===== config.mk =====
export PLATFORM = sky130hd
export DESIGN_NAME = spi_ram_flat
export DESIGN_NICKNAME = d
export VERILOG_FILES = /design/src/rtl/spi_ram_pkg.sv /design/src/rtl/spi_ram_if.sv /design/src/rtl/spi_ram.sv /design/src/flat_wrapper.sv
export SDC_FILE = /design/constraint.sdc
export NUM_CORES = 2
export LEC_CHECK = 0
export CORE_ASPECT_RATIO = 1.1
export CORE_UTILIZATION = 50
export CTS_CLUSTER_SIZE = 16
export DETAILED_ROUTE_END_ITERATION = 8
export GPL_ROUTABILITY_DRIVEN = 1
export HOLD_SLACK_MARGIN = 0.15
export PLACE_DENSITY_LB_ADDON = 0.08
export SLEW_MARGIN = 20
export SYNTH_ARGS = -nofsm -noshare
export SYNTH_HDL_FRONTEND = slang
export SYNTH_SLANG_ARGS = --single-unit

===== constraint.sdc =====
create_clock -name clk -period 7.85 [get_ports clk]
set_clock_uncertainty 0.1 [all_clocks]
set_input_delay 0.785 -clock clk [delete_from_list [all_inputs] [get_ports clk]]
set_output_delay 0.785 -clock clk [all_outputs]
set_load 0.03 [all_outputs]

===== src/rtl/spi_ram_pkg.sv =====
// Shared definitions for the spi_ram memory stage: frame command encoding and widths.
package spi_ram_pkg;
  localparam int FRAME_W = 10;
  localparam int DATA_W  = 8;

  typedef enum logic [1:0] {
    CMD_WR_ADDR = 2'b00,
    CMD_WR_DATA = 2'b01,
    CMD_RD_ADDR = 2'b10,
    CMD_RD_DATA = 2'b11
  } cmd_t;
endpackage


===== src/rtl/spi_ram_if.sv =====
// Frame/reply bundle between the SPI slave (master side) and spi_ram (slave side).
interface spi_ram_if;
  import spi_ram_pkg::*;

  // rx_valid qualifies din for exactly one cycle per frame; there is no ready,
  // every valid cycle is consumed. tx_valid qualifies dout and stays high until
  // a non-read frame is accepted.
  logic [FRAME_W-1:0] din;
  logic               rx_valid;
  logic [DATA_W-1:0]  dout;
  logic               tx_valid;

  modport master (output din, output rx_valid, input dout, input tx_valid);
  modport slave  (input din, input rx_valid, output dout, output tx_valid);
endinterface


===== src/rtl/spi_ram.sv =====
// Command-decoding RAM behind the SPI slave. Define SPI_RAM_ADDR_AUTO_INC_EN to make
// executed data writes/reads post-increment their address.
module spi_ram
  import spi_ram_pkg::*;
#(
  parameter int MEM_DEPTH = 256,
  parameter int ADDR_SIZE = 8
) (
  input  logic       clk,
  input  logic       rst_n,
  spi_ram_if.slave   bus
);

  typedef logic [ADDR_SIZE-1:0] addr_t;

  logic [DATA_W-1:0] mem [MEM_DEPTH];
  addr_t             wr_addr;
  addr_t             rd_addr;
  logic              wr_vld;
  logic              rd_vld;
  logic [DATA_W-1:0] dout_q;
  logic              tx_valid_q;
  cmd_t              cmd;
  logic              do_write;

  assign cmd      = cmd_t'(bus.din[FRAME_W-1:FRAME_W-2]);
  assign do_write = bus.rx_valid && (cmd == CMD_WR_DATA) && wr_vld;

  assign bus.dout     = dout_q;
  assign bus.tx_valid = tx_valid_q;

  // Array kept out of the reset domain so it maps onto plain RAM.
  always_ff @(posedge clk) begin
    if (do_write) begin
      mem[wr_addr] <= bus.din[DATA_W-1:0];
    end
  end

  always_ff @(posedge clk or negedge rst_n) begin
    if (!rst_n) begin
      wr_addr    <= '0;
      rd_addr    <= '0;
      wr_vld     <= 1'b0;
      rd_vld     <= 1'b0;
      dout_q     <= '0;
      tx_valid_q <= 1'b0;
    end else if (bus.rx_valid) begin
      tx_valid_q <= 1'b0;
      unique case (cmd)
        CMD_WR_ADDR: begin
          wr_addr <= bus.din[ADDR_SIZE-1:0];
          wr_vld  <= 1'b1;
        end
        CMD_WR_DATA: begin
`ifdef SPI_RAM_ADDR_AUTO_INC_EN
          if (wr_vld) wr_addr <= wr_addr + addr_t'(1);
`endif
        end
        CMD_RD_ADDR: begin
          rd_addr <= bus.din[ADDR_SIZE-1:0];
          rd_vld  <= 1'b1;
        end
        CMD_RD_DATA: begin
          dout_q     <= rd_vld ? mem[rd_addr] : '0;
          tx_valid_q <= 1'b1;
`ifdef SPI_RAM_ADDR_AUTO_INC_EN
          if (rd_vld) rd_addr <= rd_addr + addr_t'(1);
`endif
        end
        default: ;
      endcase
    end
  end

endmodule


===== src/flat_wrapper.sv =====
// flat-port wrapper written by rule: the top's interface ports become plain ports
module spi_ram_flat import spi_ram_pkg::*;
#(
  parameter int MEM_DEPTH = 256,
  parameter int ADDR_SIZE = 8
)
  (clk, rst_n, bus_din, bus_rx_valid, bus_dout, bus_tx_valid);
  spi_ram_if bus_i ();
  input  logic clk;
  input  logic rst_n;
  input wire logic [$bits(bus_i.din)-1:0] bus_din;
  input wire logic [$bits(bus_i.rx_valid)-1:0] bus_rx_valid;
  output wire logic [$bits(bus_i.dout)-1:0] bus_dout;
  output wire logic [$bits(bus_i.tx_valid)-1:0] bus_tx_valid;
  assign bus_i.din = bus_din;
  assign bus_i.rx_valid = bus_rx_valid;
  assign bus_dout = bus_i.dout;
  assign bus_tx_valid = bus_i.tx_valid;
  spi_ram #(.MEM_DEPTH(MEM_DEPTH), .ADDR_SIZE(ADDR_SIZE)) u_core (.clk(clk), .rst_n(rst_n), .bus(bus_i));
endmodule

==> results by stage <==
STA:
- The clock period could shrink to roughly 4.7 ns.
- The final-report hold violation count is 0.
- Measured against its own limit, the worst slew margin works out to 0.2284.
- The max-slew violation count was 0.
- Setup repair after global routing left no endpoint under its margin.
- The top achievable clock speed is between 200 and 250 MHz.
- The part of the cycle the worst path needs is 0.5992.
- The transition at the pin with the smallest max-transition slack is 1.153 ns.
- The total negative setup slack is 0 ns.
- Setup violations remaining at the end of the flow were counted as 0.

Power and ir drop:
- The worst-case IR drop observed on VDD is ~220 µV.
- For this design the static power due to leakage is roughly 28 nW.
- The total power per unit cell area is 283.2 mW/mm².

Floorplanning:
- The I/O pin count is 22.
- The floorplan step defined a core boundary enclosing between 0.15 and 0.2 mm².
- The effective utilization at floorplan is 0.5056.
- The initialized floorplan defines around 150 standard-cell rows.
- The die area is ~0.16 mm².
- The width of the die is between 300 and 400 µm.
- In this run the vertical extent of the chip is around 420 µm.

Routing:
- In the detailed route, the total length drawn on met3 is approximately 16 mm.
- The average vias per placed instance is approximately 6.4.
- The number of remaining DRC errors is 0.
- The length of the first detailed-routing pass in iterations is 7.
- Dividing the detail-routed wire length by the instance count gives 34.30 µm.
- The vias after detailed routing is 40220.
- Once detail routing completed, the nets flagged for antenna violations numbered 0.
- The highest layer touched by signal routing is met5.
- For this block, wires on met1 add up to ~92 mm.
- The violation count after the first detailed-route iteration is 4690.
- In the detailed route, the total length drawn on met2 is just over 100 mm.
- The sum of routed wire length over all layers is roughly 220 mm.

Setup path:
- By startpoint and endpoint, the worst setup path is classified as reg -> reg.
- Data on the critical path is required at its endpoint by roughly 8.4 ns.
- Walking the worst path, the cells encountered are buf_4 -> nand2b_4 -> buf_4 -> o22ai_1 -> o32ai_1 -> o21ai_0 -> nand3_1 -> o311ai_1.
- The critical-path cell with the highest stage delay is o32ai_1.
- The critical path arrival is between 5 and 6 ns.
- The launch point of the worst path is u_core.rd_addr[2].
- On the worst path, the slowest cell contributes a delay of 0.89 ns.
- The logic depth of the worst setup path including buffers is 8.
- The kind of capture point of the worst setup path is a flop.
- The path depth of the worst reg2reg path is 8.
- The category of cells accounting for the largest share of critical-path delay is compound AO/OA/AOI/OAI gates.
- The worst-path maximum fanout is 38.
- By instance count, the cell type seen most on the critical path is buf_4.
- In this run the critical register-to-register path is launched from u_core.rd_addr[2].
- The kind of start point of the critical path is a flop.
- The critical path buffer and inverter count is 2.

Logic synthesis:
- By area, the combinational part of the netlist is dominated by multiplexers.
- In this run, synthesis produced a sequential element count of a little over 2000.
- Yosys attributes the largest share of cell area to edfxtp_1, mux4_2, mux2i_1.
- The area fraction in compound gates after synthesis is 0.02771.
- The mapped netlist covers 0.08124 mm².
- In this run the mean area of a mapped cell was 20.54 µm².
- The number of nets produced by synthesis is slightly below 4000.
- The post-synthesis share of cell area spent on full adders, half adders and majority gates is 0.
- The count of flip-flops with a built-in enable after synthesis is 2048.
- The simple logic cell fraction of the synthesized area is 0.03319.
- The multiplexer share of the synthesized area is 0.1535.
- The yosys synthesis warning count is 0.
- The number of distinct standard cells referenced by the synthesized netlist is 68.
- The share of synthesized area occupied by flip-flops and latches is 0.7653.
- The share of the synthesized netlist area taken by xor and xnor gates is 0.
- The most used flip-flop cell after synthesis is edfxtp_1.
- The cell count after synthesis is between 3000 and 4000.
- The largest total area in the synthesized netlist belongs to edfxtp_1.
- Counting flops with an async set or reset pin after synthesis yields a share of 0.01301.
- The share of synthesized area in the top cell type comes to 0.7570.

Clock network:
- TritonCTS built the clock tree.
- The clock-pin slew on the worst setup and hold paths is around 0.06 ns.
- The total setup buffers inserted after CTS is 0.
- The H-tree generated during clock tree synthesis spans 4 levels.
- The number of hold buffers added after CTS was 0.
- In this run the clock root is driven by a clkbuf_16.
- The total CTS buffers is approximately 200.
- In this run, post-CTS repair resized a total of 0 instances.
- The largest buffer count on any clock path is 3.
- The number of sinks handled by clock tree synthesis is between 2000 and 2500.
- For the worst-skew pair, the clock arrives at the later sink with an insertion delay of 0.84 ns.

GRT:
- The via count of the first global-routing pass is approximately 40000.
- The overall track demand over capacity in global routing is 0.2663.
- The total overflow reported by the global router is 0.
- The pin count of the biggest net entering global routing is ~170.
- The number of antenna violations at the first check in global routing was 6.
- The first global-routing pass estimated 307.4 mm of wire.

Job:
- Max-cap violations in this run came to 0.

Run status:
- The run finished with clean final reports.

Placement:
- Including well taps, the total number of placed cells is 5921.
- The routability congestion estimate from global placement is between 0.8 and 0.9.
- The number of buffers added on ports is 21.
- The half-perimeter wire length after detailed placement is about 130 mm.

Finish:
- Compared with the post-synthesis result, the final layout area differs by 10.56%.
- In the final layout, the share of cells above drive strength 1 is 0.2040.
- The finished layout holds between 6000 and 7000 standard cells, fillers aside.
- The antenna diode count is 0.
- The library cell used most frequently in the layout, excluding fill and tap cells, is edfxtp_1.
- Leaving out fill and tap cells, the most frequent cells in the layout are edfxtp_1, mux4_2, nor2_1, mux2i_1, clkbuf_16.
- The layout net count is 4031.

Hold path:
- In this run the worst hold path is classified as in -> async.
[path summary, 6_finish.rpt]
kind | to | slack, ns
setup / recovery | u_core.bus.dout[3] | 3.15
hold / removal | u_core.bus.tx_valid | 0.28
setup reg to reg | u_core.bus.dout[3] | 3.15
hold reg to reg | u_core.wr_vld | 0.38
max in group asynchronous | u_core.rd_addr[0] | 6.97
min in group clk | u_core.mem[127][5] | 0.35
[cell usage after synthesis, types with 27 or more instances]
master	number
edfxtp_1	2048
mux4_2	435
nor2_1	291
mux2i_1	223
nand2_1	188
clkbuf_1	94
o221ai_1	73
a21oi_1	57
o22ai_1	55
buf_2	51
nand3_1	46
nor3_1	35
buf_6	27
dfrtp_1	27
[layer usage]
metal	GRT usage	up-vias
met5	0	-
met4	0.07461	4
met3	0.04816	299
met2	0.4108	1715
met1	0.3921	21700
li1	-	16510
[cells by family (layout without fill, tap and decap cells)]
kind of cell / Yosys count / after routing
AO/OA/AOI/OAI: 314 / 314
multiplexers: 689 / 689
AND/OR/NAND/NOR: 637 / 637
flip-flops: 2075 / 2075
buffers and inverters: 240 / 472
[flip-flops by register name, indices dropped and copies added, names as in the netlist]
register,cells
u_core.bus.dout,8
u_core.wr_vld,1
u_core.bus.tx_valid,1
u_core.rd_addr,8
u_core.wr_addr,8
u_core.mem,2048
u_core.rd_vld,1
[final cells by class]
| cell class | instances | area, µm² |
|---|---|---|
| multi-input combinational | 1640 | 17500 |
| clock inverter | 84 | 767.0 |
| fill | 12140 | 70880 |
| timing repair buffer | 92 | 1007 |
| clock buffer | 288 | 5677 |
| inverter | 8 | 36.28 |
| sequential | 2075 | 62190 |
| tap | 2106 | 2635 |
[stage by stage]
step           area, µm²  power, mW  utilization  setup WS, ns  hold WS, ns
5_1_grt            89820      26.12       0.5589         3.213       0.2887
2_1_floorplan      81240      14.81            -         5.176       0.3398
6_report           89820      25.43       0.5589         3.146       0.2755
3_5_place_dp       83380      16.14       0.5188         3.249       0.3669
4_1_cts            89820      25.58       0.5589         3.236       0.2354
3_3_place_gp       83330      16.14       0.5186         2.977       0.3644
[where the power goes]
group | internal (mW) | leakage, nW | switching [mW]
sequential | 12.2 | 18.7 | 0.151
clock | 5.44 | 3.15 | 4.09
combinational | 1.31 | 6.14 | 2.22
total | 19.0 | 28.0 | 6.46
(Power assumes the default switching activity.)
